### config.mk
export PLATFORM = sky130hd
export DESIGN_NAME = pack_recv
export DESIGN_NICKNAME = d
export VERILOG_FILES = /design/src/rtl/pack_recv.sv
export SDC_FILE = /design/constraint.sdc
export NUM_CORES = 1
export LEC_CHECK = 0
export CORE_ASPECT_RATIO = 0.8
export CORE_UTILIZATION = 58
export DETAILED_ROUTE_END_ITERATION = 12
export PLACE_DENSITY_LB_ADDON = 0.08
export SLEW_MARGIN = 20
export SYNTH_ARGS = -nofsm -noshare
export SYNTH_HDL_FRONTEND = slang
export SYNTH_SLANG_ARGS = --single-unit
### constraint.sdc
create_clock -name clk -period 4.5 [get_ports clk]
set_input_delay 1.35 -clock clk [delete_from_list [all_inputs] [get_ports clk]]
set_output_delay 1.35 -clock clk [all_outputs]
set_load 0.02 [all_outputs]
### src/rtl/pack_recv.sv
// Receive side of the framed byte stream: sync hunt on FF FF FF 7F, byte pairing into words, frame regrouping.
// Latency: WdAvail one clk after the completing byte; PacketCommit one clk after the last word of a frame.
// Backpressure: none; at most one byte per clk in, consumer must accept one word per two clk.
module pack_recv #(
    parameter int FRAME_WORDS  = 8,
    parameter int TIMEOUT_LOG2 = 12
) (
    input  logic        clk,
    input  logic        rst,
    input  logic [7:0]  DataVal,
    input  logic        DataReady,
    output logic [15:0] PacketWd,
    output logic        WdAvail,
    output logic        PacketCommit,
    output logic        PacketReset,
    output logic        sync,
    output logic [7:0]  LostCount
);

    typedef enum logic [1:0] {HUNT, IDLE, FRAME, GOTFF} state_t;

    localparam logic [7:0] LAST_IDX = 8'(FRAME_WORDS - 1);
    localparam logic [TIMEOUT_LOG2-1:0] TMO_LAST = {{(TIMEOUT_LOG2-1){1'b1}}, 1'b0};

    state_t                  state, state_nx;
    logic [23:0]             shift, shift_nx;
    logic [7:0]              low_byte, low_byte_nx;
    logic                    odd, odd_nx;
    logic [7:0]              idx, idx_nx;
    logic [TIMEOUT_LOG2-1:0] idle_cnt, idle_cnt_nx;
    logic                    commit_pend, commit_pend_nx;
    logic [15:0]             wd_nx;
    logic                    wd_vld_nx, commit_nx, reset_nx, sync_nx;
    logic [7:0]              lost_nx;
    logic [15:0]             word;
    logic                    loss;

    assign word = {DataVal, low_byte};

    always_comb begin
        state_nx       = state;
        shift_nx       = shift;
        low_byte_nx    = low_byte;
        odd_nx         = odd;
        idx_nx         = idx;
        idle_cnt_nx    = idle_cnt;
        commit_pend_nx = 1'b0;
        wd_nx          = PacketWd;
        wd_vld_nx      = 1'b0;
        commit_nx      = commit_pend;
        reset_nx       = 1'b0;
        sync_nx        = sync;
        lost_nx        = LostCount;
        loss           = 1'b0;

        // Idle timer only runs while a frame or a word is partially received.
        if (DataReady) begin
            idle_cnt_nx = '0;
        end else if (state == FRAME || state == GOTFF || odd) begin
            if (idle_cnt == TMO_LAST) loss = 1'b1;
            else                      idle_cnt_nx = idle_cnt + 1'b1;
        end

        case (state)
            HUNT: begin
                if (DataReady) begin
                    shift_nx = {shift[15:0], DataVal};
                    if ({shift, DataVal} == 32'hFFFF_FF7F) begin
                        state_nx = IDLE;
                        sync_nx  = 1'b1;
                        odd_nx   = 1'b0;
                        idx_nx   = '0;
                    end
                end
            end
            IDLE: begin
                if (DataReady) begin
                    low_byte_nx = DataVal;
                    odd_nx      = 1'b1;
                    state_nx    = FRAME;
                end
            end
            FRAME: begin
                if (DataReady) begin
                    if (!odd) begin
                        low_byte_nx = DataVal;
                        odd_nx      = 1'b1;
                    end else begin
                        odd_nx = 1'b0;
                        if (idx == 8'd0 && word == 16'hFFFF) begin
                            state_nx = GOTFF;
                        end else if (idx == 8'd0 && word == 16'h7FFF) begin
                            state_nx = IDLE;
                        end else begin
                            wd_nx     = word;
                            wd_vld_nx = 1'b1;
                            if (idx == LAST_IDX) begin
                                idx_nx         = '0;
                                commit_pend_nx = 1'b1;
                                state_nx       = IDLE;
                            end else begin
                                idx_nx = idx + 8'd1;
                            end
                        end
                    end
                end
            end
            GOTFF: begin
                if (DataReady) begin
                    if (!odd) begin
                        low_byte_nx = DataVal;
                        odd_nx      = 1'b1;
                    end else begin
                        odd_nx = 1'b0;
                        if (word == 16'h7FFF) state_nx = IDLE;
                        else                  loss     = 1'b1;
                    end
                end
            end
            default: state_nx = HUNT;
        endcase

        // Loss wins over everything else; the shift reg is cleared so a full marker is needed again.
        if (loss) begin
            reset_nx    = (idx != 8'd0);
            lost_nx     = LostCount + {7'd0, (LostCount != 8'hFF)};
            sync_nx     = 1'b0;
            state_nx    = HUNT;
            shift_nx    = '0;
            odd_nx      = 1'b0;
            idx_nx      = '0;
            idle_cnt_nx = '0;
        end
    end

    always_ff @(posedge clk or negedge rst) begin
        if (!rst) begin
            state        <= HUNT;
            shift        <= '0;
            low_byte     <= '0;
            odd          <= 1'b0;
            idx          <= '0;
            idle_cnt     <= '0;
            commit_pend  <= 1'b0;
            PacketWd     <= '0;
            WdAvail      <= 1'b0;
            PacketCommit <= 1'b0;
            PacketReset  <= 1'b0;
            sync         <= 1'b0;
            LostCount    <= '0;
        end else begin
            state        <= state_nx;
            shift        <= shift_nx;
            low_byte     <= low_byte_nx;
            odd          <= odd_nx;
            idx          <= idx_nx;
            idle_cnt     <= idle_cnt_nx;
            commit_pend  <= commit_pend_nx;
            PacketWd     <= wd_nx;
            WdAvail      <= wd_vld_nx;
            PacketCommit <= commit_nx;
            PacketReset  <= reset_nx;
            sync         <= sync_nx;
            LostCount    <= lost_nx;
        end
    end

endmodule
==> out/results.md <==
## Synthesis
* sequential fraction of the synthesis area: 54.1%
* share of synthesized registers carrying an async set or reset: 100%
* flip-flop cell with the highest count after synthesis: sky130_fd_sc_hd__dfrtp_1
* number of flops mapped to enable cells by yosys: 0
* Cells after Synth: 337
* area of the mapped netlist: 3880 µm²
* synth warn: 0
* number of register bits inferred by synthesis: 84
* number of nets in the synthesized netlist: 358
* average instance area after synthesis: 11.5 µm²
* distinct cell type count of the synthesized netlist: 48

## Global routing
* maximum number of pins on one net before global-route repair: 85
* wire length of the first global-routing pass: 12,400 µm
* antenna violations before repair: 0
* GRT Total Usage: 23.3%
* number of global-route vias before repair: 2,443
* overall overflow remaining after global route: 0

## Final layout
* final design utilization: 70.7%
* post-route cell area: 4550 µm²
* Syn-to-layout area delta: 17.2%
* share of layout cells above drive strength 1: 15.4%
* commonest cells after routing, fill and taps aside: sky130_fd_sc_hd__dfrtp_1, sky130_fd_sc_hd__clkdlybuf4s50_1, sky130_fd_sc_hd__nor2_1
* # nets final: 400
* Diodes inserted: 0
* most frequent standard cell in the layout excluding fill and tap cells: sky130_fd_sc_hd__dfrtp_1

## Setup path
* maximum cell stage delay along the critical path: 0.58 ns
* Critical Setup Path Class: in -> reg
* data arrival time at the worst-slack endpoint: 3.59 ns
* Max FO, Critical Path: 18
* cells along the critical path: clkdlybuf4s50_1 -> nand4_1 -> nor4_2 -> o21ai_4 -> nor2_1 -> nand3_1 -> o31ai_1
* crit path max-delay cell type: sky130_fd_sc_hd__clkdlybuf4s50_1
* Buf/Inv on CP: 1
* required time reported for the critical path endpoint: 4.76 ns
* Critical Path End Type: register
* CP startpoint kind: input pin
* family with the most delay on the worst path: simple AND/OR/NAND/NOR gates

## Placed design
* number of buffer cells added on primary ports: 38
* Detailed Place HPWL: 5140 µm
* standard cell area after detailed placement: 4340 µm²
* Final Wtd Congestion: 0.803

## Clock tree
* Max H-tree Level: 3
* register clock-pin slew on the reported worst setup and hold paths: 0.08 ns
* number of instances resized during post-cts repair: 0
* clock root cell: sky130_fd_sc_hd__clkbuf_8
* Post CTS Setup Buffer Count: 0
* clk sink count: 84
* CTS Buf Count: 9
* buffers from clock root to sink, at most: 2
* hold buffer count at CTS: 0
* clock tree from TritonCTS: done
* Clock Latency Late Sink: 0.36 ns

## Route
* post-DR vias/cell: 5.95
* detailed-router iteration count before antenna repair: 4
* top metal layer carrying routed signals: met4
* sum of routed wire segments on met1: 3990 µm
* Avg WL per Cell: 16.4 µm
* Met2 Wirelength: 3260 µm
* Detailed Route Iter0 Violations: 183
* Detail Route Antenna Nets: 0
* DRC violation count after routing: 0
* routed via count: 2,783
* DR WL met3: 348 µm
* total routed wirelength: 7690 µm

## Floorplanning
* number of top-level pins: 39
* area of the die: 7030 µm²
* row count: 26
* area of the core region: 6440 µm²
* height of the die: 75.2 µm
* width of the chip: 93.5 µm
* Starting Density: 60.3%

## Worst hold path
* worst min-delay path category: reg -> reg

## Timing
* RSZ-0062 raised after global routing: false
* actual transition at the worst max-transition pin: 0.827 ns
* final critical delay including setup and external delays: 3.33 ns
* worst clock skew on the final layout: 0.0100 ns
* Finish-stage setup viols: 0
* count of endpoints failing hold in the final timing report: 0
* max-slew headroom at the worst pin: 44.9%
* Max Clk Rate: 301 MHz
* Post-Route Setup TNS: 0 ns
* fin crit share: 73.9%
* fin. max-slew vios: 0

## Power and ir drop
* worst vdd rail ir drop: 214 µV
* areal power density over the cells: 311 nW/µm²
* leakage power summed over all cells: 0.00201 µW

## Job
* Maximum Capacitance Violations: 0

## Status
* run status: completed

[cell type report]
type,instances,area (µm²)
sequential,84,2100
multi-input combinational,233,1690
fill,472,1890
inverter,9,33.8
clock buffer,10,138
tap,84,105
clock inverter,6,70.1
timing repair buffer,42,412
[where the power goes]
| part | total (µW) | switching (µW) | internal (µW) | leakage [µW] |
|---|---|---|---|---|
| registers | 798 | 20.2 | 777 | 0.00114 |
| logic | 67.5 | 37.9 | 29.6 | 0.000775 |
| clock network | 551 | 276 | 275 | 0.0000955 |
| total | 1420 | 334 | 1080 | 0.00201 |
[state kept, by name (all words and copies together), names as in the netlist]
register,count
shift,24
PacketWd,16
idle_cnt,12
LostCount,8
idx,8
low_byte,8
state,2
PacketCommit,1
PacketReset,1
WdAvail,1
commit_nx,1
odd,1
sync,1
[synthesized netlist by cell type (2+ instances only)]
cell type / n / share of area [%]
sky130_fd_sc_hd__a21oi_1: 8 / 1.0
sky130_fd_sc_hd__a22o_1: 25 / 5.6
sky130_fd_sc_hd__a31oi_1: 2 / 0.32
sky130_fd_sc_hd__and3_1: 5 / 0.81
sky130_fd_sc_hd__buf_2: 6 / 0.77
sky130_fd_sc_hd__clkbuf_1: 3 / 0.29
sky130_fd_sc_hd__dfrtp_1: 84 / 54
sky130_fd_sc_hd__ha_1: 10 / 3.2
sky130_fd_sc_hd__inv_1: 9 / 0.87
sky130_fd_sc_hd__mux2_2: 26 / 7.5
sky130_fd_sc_hd__nand2_1: 18 / 1.7
sky130_fd_sc_hd__nand3_1: 9 / 1.2
sky130_fd_sc_hd__nand4_1: 19 / 3.1
sky130_fd_sc_hd__nand4b_1: 2 / 0.45
sky130_fd_sc_hd__nor2_1: 27 / 2.6
sky130_fd_sc_hd__nor3_1: 7 / 0.90
sky130_fd_sc_hd__nor3b_1: 4 / 0.77
sky130_fd_sc_hd__nor4_1: 3 / 0.48
sky130_fd_sc_hd__o21ai_0: 16 / 2.1
sky130_fd_sc_hd__o2bb2ai_1: 3 / 0.68
sky130_fd_sc_hd__o31ai_1: 10 / 1.9
sky130_fd_sc_hd__or3_1: 6 / 0.97
sky130_fd_sc_hd__xnor2_1: 5 / 1.1
sky130_fd_sc_hd__xor2_1: 6 / 1.4
[routing by layer]
layer	track usage [%]	vias to the layer above
met1	36.4	1354
met2	31.2	74
met5	0	-
met4	6.67	0
met3	6.67	7
li1	-	1348
[kinds of logic (layout without fill, tap and decap cells)]
group	Yosys count	after routing	share of synthesized area, %
AO/OA/AOI/OAI	76	76	14.3
XOR/XNOR	11	11	2.48
adder cells (fa/ha/maj)	10	10	3.22
buffers and inverters	20	67	2.42
flip-flops	84	84	54.1
multiplexers	26	26	7.54
AND/OR/NAND/NOR	110	110	15.9
[worst paths after layout]
path / start / to / slack (ns) / cells after the start
worst min-delay path: commit_nx / PacketCommit / 0.35 / 0
worst max-delay path: DataVal[4] / idx[7] / 1.17 / 7
max in group asynchronous: rst / state[1] / 2.96 / 1
worst min register to register: commit_nx / PacketCommit / 0.35 / 0
min in group asynchronous: rst / LostCount[1] / 1.02 / 1
worst max register to register: state[0] / state[1] / 1.81 / 8
[metrics by stage]
stage	hold slack, ns	setup WS [ns]	instances	power (µW)
2_1_floorplan	0.331	1.52	337	839
3_3_place_gp	0.335	0.879	452	878
3_5_place_dp	0.338	0.805	452	880
4_1_cts	0.358	1.20	468	1430
5_1_grt	0.388	1.00	468	1470
6_report	0.353	1.17	468	1420
Power figures use the tool's default switching activity.
